--- src/rtl/fetch_ctrl.sv ---
// Instruction fetch sequencer: owns the fetch PC, runs one outstanding
// req/gnt/rvalid transaction and hands instructions to decode.
module fetch_ctrl #(
   parameter logic [31:0] RESET_PC = 32'h0000_0000,
   parameter logic [31:0] PC_STEP  = 32'h4
) (
   input  logic        sclk_i,
   input  logic        srst_i,
   input  logic        fetch_en_i,
   input  logic        redirect_i,
   input  logic [31:0] redirect_pc_i,
   output logic        imem_req_o,
   output logic [31:0] imem_addr_o,
   input  logic        imem_gnt_i,
   input  logic        imem_rvalid_i,
   input  logic [31:0] imem_rdata_i,
   output logic        inst_valid_o,
   output logic [31:0] inst_o,
   output logic [31:0] inst_pc_o,
   input  logic        inst_ready_i,
   output logic        busy_o
);

   typedef enum logic [1:0] {
      IDLE = 2'd0,
      REQ  = 2'd1,
      WAIT = 2'd2,
      HOLD = 2'd3
   } state_t;

   state_t      state_q, state_d;
   logic [31:0] pc_q, pc_d;
   logic [31:0] req_pc_q, req_pc_d;
   logic        kill_q, kill_d;
   logic        inst_valid_q, inst_valid_d;
   logic [31:0] inst_q, inst_d;
   logic [31:0] inst_pc_q, inst_pc_d;
   logic [31:0] redir_pc;

   assign redir_pc = {redirect_pc_i[31:2], 2'b00};

   // State and datapath registers, async reset to the fetch reset state
   always_ff @(posedge sclk_i or posedge srst_i) begin
      if (srst_i) begin
         state_q      <= IDLE;
         pc_q         <= RESET_PC;
         req_pc_q     <= 32'h0;
         kill_q       <= 1'b0;
         inst_valid_q <= 1'b0;
         inst_q       <= 32'h0;
         inst_pc_q    <= 32'h0;
      end else begin
         state_q      <= state_d;
         pc_q         <= pc_d;
         req_pc_q     <= req_pc_d;
         kill_q       <= kill_d;
         inst_valid_q <= inst_valid_d;
         inst_q       <= inst_d;
         inst_pc_q    <= inst_pc_d;
      end
   end

   // Next-state and datapath updates; a redirect overrides any PC update
   always_comb begin
      state_d      = state_q;
      pc_d         = pc_q;
      req_pc_d     = req_pc_q;
      kill_d       = kill_q;
      inst_valid_d = inst_valid_q;
      inst_d       = inst_q;
      inst_pc_d    = inst_pc_q;
      unique case (state_q)
         IDLE: begin
            if (fetch_en_i) state_d = REQ;
         end
         REQ: begin
            if (imem_gnt_i) begin
               req_pc_d = pc_q;
               state_d  = WAIT;
               if (redirect_i) kill_d = 1'b1;
            end
         end
         WAIT: begin
            if (redirect_i) begin
               if (imem_rvalid_i) begin
                  kill_d  = 1'b0;
                  state_d = REQ;
               end else begin
                  kill_d  = 1'b1;
               end
            end else if (imem_rvalid_i) begin
               if (kill_q) begin
                  kill_d  = 1'b0;
                  state_d = fetch_en_i ? REQ : IDLE;
               end else begin
                  inst_d       = imem_rdata_i;
                  inst_pc_d    = req_pc_q;
                  inst_valid_d = 1'b1;
                  pc_d         = req_pc_q + PC_STEP;
                  state_d      = HOLD;
               end
            end
         end
         HOLD: begin
            if (redirect_i) begin
               inst_valid_d = 1'b0;
               state_d      = REQ;
            end else if (inst_ready_i) begin
               inst_valid_d = 1'b0;
               state_d      = fetch_en_i ? REQ : IDLE;
            end
         end
         default: state_d = IDLE;
      endcase
      if (redirect_i) pc_d = redir_pc;
   end

   assign imem_req_o   = (state_q == REQ);
   assign imem_addr_o  = pc_q;
   assign inst_valid_o = inst_valid_q;
   assign inst_o       = inst_q;
   assign inst_pc_o    = inst_pc_q;
   assign busy_o       = (state_q != IDLE);

endmodule
--- config.mk ---
export PLATFORM = sky130hd
export DESIGN_NAME = fetch_ctrl
export DESIGN_NICKNAME = d
export VERILOG_FILES = /design/src/rtl/fetch_ctrl.sv
export SDC_FILE = /design/constraint.sdc
export NUM_CORES = 1
export LEC_CHECK = 0
export CELL_PAD_IN_SITES_DETAIL_PLACEMENT = 1
export CELL_PAD_IN_SITES_GLOBAL_PLACEMENT = 1
export CORE_ASPECT_RATIO = 1.2
export CORE_MARGIN = 5
export CORE_UTILIZATION = 38
export CTS_CLUSTER_SIZE = 8
export DETAILED_ROUTE_END_ITERATION = 8
export HOLD_SLACK_MARGIN = 0.12
export PLACE_DENSITY_LB_ADDON = 0.1
export SLEW_MARGIN = 20
export SYNTH_ARGS = -nofsm -noshare
export SYNTH_HDL_FRONTEND = slang
export SYNTH_SLANG_ARGS = --single-unit
--- constraint.sdc ---
create_clock -name sclk_i -period 9 [get_ports sclk_i]
set_clock_uncertainty 0.15 [all_clocks]
set_input_delay 1.35 -clock sclk_i [delete_from_list [all_inputs] [get_ports sclk_i]]
set_output_delay 1.35 -clock sclk_i [all_outputs]
set_load 0.02 [all_outputs]
* Word-level counts from Yosys, hierarchy flattened *
Cells that the tools add are included.

word-level totals
  input bits = 71
  bits in registers = 132
  output and inout bits = 99
  word-level logic and storage cells = 60

cells by class
  bitwise operators = 2
  multiplexer cells = 26
  add/subtract/negate cells = 1
  reductions and logical operators = 12
  equal/unequal tests = 12

operators by type and width
  kind                                                                     number
  32-bit two-way mux                                                       4
  32-bit by 3-bit adder with 32-bit output, second input constant          1
  2-bit two-way mux                                                        8
  2-bit inequality test, second input constant                             6
  4-bit AND reduction                                                      3
  1-bit two-way mux                                                        11
  2-bit nonzero test                                                       5
  2-bit one-hot mux with 4 select lines                                    1
  3-bit inequality test, second input constant                             2
  5-bit AND reduction                                                      1
  2-bit equality test, second input constant                               2
  1-bit one-hot mux with 2 select lines                                    2
  3-bit AND reduction                                                      1
  2-bit by 1-bit equality test with 1-bit output, second input constant    1
  2-bit logical NOT                                                        1
  2-bit by 1-bit inequality test with 1-bit output, second input constant  1
  1-bit inverter                                                           2
  2-bit AND reduction                                                      1

* Logic depth before layout (Yosys ltp) *
Gate-level depths: netlist of the first run.

  depth after elaboration = 5
  mapped depth = 8
  gate-level depth less buffers = 6

* Least setup slack after synthesis of the first run *
No wires, ideal clock.

  kind = input to register
  start point = input imem_rvalid_i
  end point = register inst_pc_q[17] (netlist: inst_pc_o[17])
  buffers on the path = 3
  data required time = 8.732 ns
  library setup time = 0.118 ns
  setup slack = 6.164 ns
  data arrival time = 2.568 ns
  stages on the path = 6
  cell sequence = nor4bb_1 clkbuf_1 nand2b_1 clkbuf_1 clkbuf_1 a21o_1

on the way
  longest elaborated chain between the ends = 1

RTL lines
  element                        RTL line  text
  start, declared                15        input logic imem_rvalid_i,
  4-bit AND reduction (no line)  n/a
  end signal, assigned           59        inst_pc_q <= inst_pc_d;
  end, declared                  37        logic [31:0] inst_pc_q, inst_pc_d;

No other way between the ends.
A chain may end at the register's enable or synchronous reset.

* Worst setup path after layout of the first run *
  start point = input imem_rvalid_i
  end point = register pc_q[25] (netlist: imem_addr_o[25])

on the way
  longest elaborated chain between the ends = 2

RTL lines
  element                        RTL line  text
  2-bit nonzero test (no line)   n/a
  3-bit AND reduction (no line)  n/a
  end signal, assigned           54        pc_q <= pc_d;
  end, declared                  32        logic [31:0] pc_q, pc_d;

No other way between the ends.

==> impl_metrics.toml, run 1 <==
[run_status]
outcome = "completed"

[floorplan]
dieHeight_um = 146
ios = 170
rows = 49
start_util_pct = 38.7
dieArea_um2 = 17900
die_w_um = 123
core_um2 = 15000

[synth]
synth_area_um2 = 5810
synth_edf_count = 0
syn-num-nets = 679
async_reset_ff_share_pct = 100
yosys-top-cells-area = "dfrtp_1, nand2_1, mux2_2, clkbuf_1, xor2_1"
yosys-top-cells-count = "nand2_1, dfrtp_1, clkbuf_1"
synth_cells = 607
seq_area_frac_synth_pct = 56.8
synth_top_area_cell = "dfrtp_1"
synth_seq_cells = 132
yosysUniqueCellTypes = 41
yosysMostFrequentCell = "nand2_1"
syn_avg_cell_area_um2 = 9.58
synth.top_cell.area_share_pct = 56.8
yosysWarningCount = 0
synth_ff_type = "dfrtp_1"

[hold_path]
hp-class = "reg -> reg"
whs_endpoint = "inst_pc_o[24]"
min_path_cells = 2
min-delay-start = "inst_pc_o[24]"

[detailed_routing]
wl_met2_mm = 9.52
routed_via_density = 4.99
via_count = 4891
highest_layer = "met4"
drt_wl_total_mm = 17.6
wl_per_cell_um = 17.9
wl_met3_um = 874
wl_met1_mm = 6.98
remaining_drc_errors = 0
antenna_left = 0
dr.first_iter.drc_count = 225
dr.pass1.iters = 4

[placement]
finalWeightedCongestion = 0.749
place_area_um2 = 7670
portBuffers = 167
hpwlAfterDp_mm = 11.7

[grt]
grt_remaining_overflow = 0
grt_pass1_vias = 5550
grt_pass1_wl_mm = 28.8
groute.usage.overall_pct = 20.4
antenna_found_initial = 0
grt_max_degree = 83

[power]
p_sw_uw = 950
pwr-share-comb_pct = 34.3
swShare_pct = 34.7
pwr-share-clk_pct = 28.5
total_leakage_power_nw = 3.78
seqPwrFrac_pct = 37.2
internal-power_mw = 1.79
peakVddDrop_mv = 0.207
p_per_area_nw_per_um2 = 329

[critical_path]
required_ns = 9.15
cp_top_family = "buffers and inverters"
cp_cell_sequence = "clkdlybuf4s50_1 > nor4bb_4 > buf_4 > nand2b_4 > o221ai_1"
critPathLaunchType = "input pin"
critical_path_class = "in -> reg"
crit_buf_inv = 2
crit_path_end_kind = "flop"
slowest_stage = "clkdlybuf4s50_1"
rr_worst_depth = 6
slowest_delay_ns = 0.54
path_max_fanout = 82
regToRegSetupSlack_ns = 6.46
r2r-start = "req_pc_q[2]"
timing.rr.end = "imem_addr_o[30]"
cp_data_arrival_time_ns = 3.54

[sta]
finalSetupViolCount = 0
fin_tns_setup_ns = 0
fin_crit_sh_pct = 37.8
maxSlewViolCount = 0
fmaxAchievable_mhz = 294
period_minus_slack_ns = 3.40
max_slew_margin_pct = 31.0
tightest_slew_ns = 1.03
rsz0062_at_grt = "false"
hold_viol = 0

[layout]
fill_cells = 1681
antennaDiodeCount = 0
drive_gt1_share_pct = 10.3
fin_area_um2 = 8330
area_growth_pct = 43.3
multiInputGateArea_um2 = 2390
fin_nets = 835
seqCellArea_um2 = 3300

[clocking]
cts_tree = "built"
cts_resized = 0
cts_buffer_depth = 2
clock-root-buffer = "clkbuf_16"
cts.reportedPaths.clkPinSlew_ns = 0.06
cts.sink_count = 132
cts-htree-levels = 4
cts_hold_buf = 0
cts-buffers-inserted = 17
clock_latency_ns = 0.41
post_cts_buffers = 0

[job]
maxCapViolCount = 0
logic make-up after synthesis:
family                   share of synthesized area [%]
AO/OA/AOI/OAI                                     6.56
XOR/XNOR                                          3.62
adder cells (fa/ha/maj)                          0.215
buffers and inverters                             2.67
flip-flops                                        56.8
multiplexers                                      6.89
AND/OR/NAND/NOR                                   23.2
tightest hold or removal path: stages, from the launching register on:
cell,delay [ns]
dfrtp_1,0.34
nand2_1,0.05
nand2_1,0.05
layout make-up:
| class | count | share of cell area (%) |
|---|---|---|
| inverters | 4 | 0.240 |
| repair buffers | 172 | 20.4 |
| flip-flops and latches | 132 | 39.6 |
| multi-input cells | 436 | 28.7 |
| well taps | 204 | 3.06 |
| clock buffers | 18 | 5.15 |
| clock inverters | 14 | 2.81 |
placed cells by master, fill, tap and decap left out, drive strengths merged, types with 12 or more instances in the layout:
cell type and instances:
xor2 13, clkdlybuf4s50 166, nand2 243, nand3 13, mux2 32, o21ai 15, a21oi 13, o221ai 12
clkbuf 18, dfrtp 132, nor2 20
power groups by stage:
stage,clock (mW),combinational [mW],sequential (mW)
floorplan,0,0.356,1.14
global placement,0,0.917,1.01
detailed placement,0,0.947,1.03
CTS,0.793,0.959,1.02
global route,0.821,1.01,1.06
finish,0.781,0.939,1.02
metal layers:
layer / vias to the layer above / track usage, %
li1: 2329 / -
met5: - / 0
met2: 110 / 36.4
met1: 2433 / 24.0
met4: 0 / 5.27
met3: 19 / 5.56
metrics by stage:
stage / util (%) / total power [mW] / std cells / worst slack, ns / hold WS (ns)
after floorplan: - / 1.50 / 607 / 3.97 / 0.305
after global placement: 51.1 / 1.93 / 948 / 5.25 / 0.306
after detailed placement: 51.1 / 1.98 / 948 / 5.15 / 0.316
after CTS: 55.5 / 2.78 / 980 / 5.58 / 0.330
after global routing: 55.5 / 2.89 / 980 / 5.34 / 0.337
final: 55.5 / 2.74 / 980 / 5.60 / 0.322
worst max path at each step:
stage / start / to / slack (ns) / cells past startpoint
6_report: imem_rvalid_i / imem_addr_o[25] / 5.60 / 5
5_1_grt: imem_rvalid_i / imem_addr_o[17] / 5.34 / 7
4_1_cts: imem_rvalid_i / imem_addr_o[25] / 5.58 / 5
3_5_place_dp: imem_rvalid_i / imem_addr_o[25] / 5.15 / 5
3_3_place_gp: imem_rvalid_i / imem_addr_o[17] / 5.25 / 7
2_1_floorplan: srst_i / imem_addr_o[0] / 3.97 / 1
registers in the layout, indices dropped and copies added (netlist names):
register and cells:
inst_pc_o 32, inst_valid_o 1, inst_o 32, kill_q 1
state_q 2, req_pc_q 32, imem_addr_o 32
(Power assumes the default switching activity.)
==> inputs of run 2 (changes only) <==
- CORE_UTILIZATION: 38 -> 32
- clock period: 9 -> 2.75 ns (I/O delays scaled with it)
==> impl_metrics.toml, run 2 (same netlist as run 1, synthesis figures left out) <==
[critical_path]
timing.rr.end = "imem_addr_o[28]"
required_ns = 2.88
rr_worst_depth = 6
r2r-start = "req_pc_q[2]"
regToRegSetupSlack_ns = 0.28
path_max_fanout = 6
critical_path_class = "reg -> reg"
crit_path_end_kind = "flop"
critPathLaunchType = "flop"
cp_data_arrival_time_ns = 2.60

[power]
p_per_area_nw_per_um2 = 1030
power.total_mw = 8.72
peakVddDrop_mv = 0.603
total_leakage_power_nw = 3.84

[sta]
maxSlewViolCount = 0
rsz0062_at_grt = "false"
max_slew_margin_pct = 59.8
fin_crit_sh_pct = 89.7
hold_viol = 0
tightest_slew_ns = 0.604
fmaxAchievable_mhz = 405
finalSetupViolCount = 0
hold_ws_ns = 0.261
period_minus_slack_ns = 2.47
setup_ws_ns = 0.282
fin_tns_setup_ns = 0

[clocking]
cts-buffers-inserted = 17
cts_buffer_depth = 2
post_cts_buffers = 0
cts_resized = 0
cts_hold_buf = 0
cts.reportedPaths.clkPinSlew_ns = 0.06
cts-htree-levels = 4
clock-root-buffer = "clkbuf_16"
cts.sink_count = 132
cts_tree = "built"
clock_latency_ns = 0.42

[detailed_routing]
wl_per_cell_um = 17.6
drt_wl_total_mm = 17.8
remaining_drc_errors = 0
via_count = 4935
antenna_left = 0
dr.first_iter.drc_count = 209
routed_via_density = 4.88
dr.pass1.iters = 4

[layout]
final_cell_mix = "nand2_1, clkdlybuf4s50_1, dfrtp_1"
fin_nets = 847
seqCellArea_um2 = 3300
stdcell_count = 1011
layout_commonest_cell = "nand2_1"
fin_util_pct = 46.8
fill_cells = 2035
area_growth_pct = 45.2
drive_gt1_share_pct = 10.9
antennaDiodeCount = 0
multiInputGateArea_um2 = 2390
fin_area_um2 = 8440

[grt]
grt_max_degree = 81
antenna_found_initial = 0
grt_remaining_overflow = 0
grt_pass1_wl_mm = 29.3
grt_pass1_vias = 5591
groute.usage.overall_pct = 17.6

[floorplan]
start_util_pct = 32.2
core_um2 = 18000
die_w_um = 133
dieArea_um2 = 21000
rows = 54
dieHeight_um = 158
ios = 170

[hold_path]
min-delay-start = "redirect_i"
min_path_cells = 2
hp-class = "in -> reg"
whs_endpoint = "imem_addr_o[0]"

[placement]
hpwlAfterDp_mm = 12.4
portBuffers = 167
place_ws_ns = 0.280
place_area_um2 = 7850
placed_cells = 980
finalWeightedCongestion = 0.763

[run_status]
outcome = "completed"

[job]
maxCapViolCount = 0
[run 2: cell types whose count changed in the layout (fill, tap and decap cells not counted), sizes merged]
cell	previous run	this run
bufinv	6	3
clkinv	4	1
clkinvlp	4	1
clkbuf	18	27
inv	4	3
buf	6	18
[run 2: layout make-up]
type | instances | share of cell area (%)
Inverter | 4 | 0.222
Sequential cell | 132 | 39.1
Clock inverter | 4 | 1.13
Multi-Input combinational cell | 436 | 28.4
Clock buffer | 27 | 5.84
Timing Repair Buffer | 184 | 22.0
Tap cell | 224 | 3.32
[run 2: worst max path at each step]
stage / startpoint / to / slack [ns] / cells past startpoint
2_1_floorplan: req_pc_q[2] / imem_addr_o[28] / 0.43 / 7
3_3_place_gp: req_pc_q[2] / imem_addr_o[28] / 0.30 / 6
3_5_place_dp: req_pc_q[2] / imem_addr_o[28] / 0.28 / 6
4_1_cts: req_pc_q[2] / imem_addr_o[28] / 0.27 / 6
5_1_grt: req_pc_q[2] / imem_addr_o[30] / 0.16 / 6
6_report: req_pc_q[2] / imem_addr_o[28] / 0.28 / 6
[run 2: per-layer routing]
| metal | vias up | global-route usage, % | wire length (µm) |
|---|---|---|---|
| li1 | 2343 | - | - |
| met1 | 2480 | 20.3 | 7240 |
| met2 | 95 | 32.0 | 9420 |
| met3 | 17 | 4.64 | 833 |
| met4 | 0 | 5.89 | 259 |
| met5 | - | 0 | 0 |
[run 2: where the power goes]
group | switching [mW] | internal [mW]
clock network | 0.798 | 1.49
logic | 1.54 | 1.56
registers | 0.677 | 2.65
total | 3.02 | 5.70
[run 2: worst max-delay path, stage by stage, from the launching register on]
cell and delay, ns:
dfrtp_1 0.41, ha_1 0.28, nand4_4 0.16, or4_4 0.63, nor4_1 0.38, xnor2_1 0.19
o221ai_2 0.12
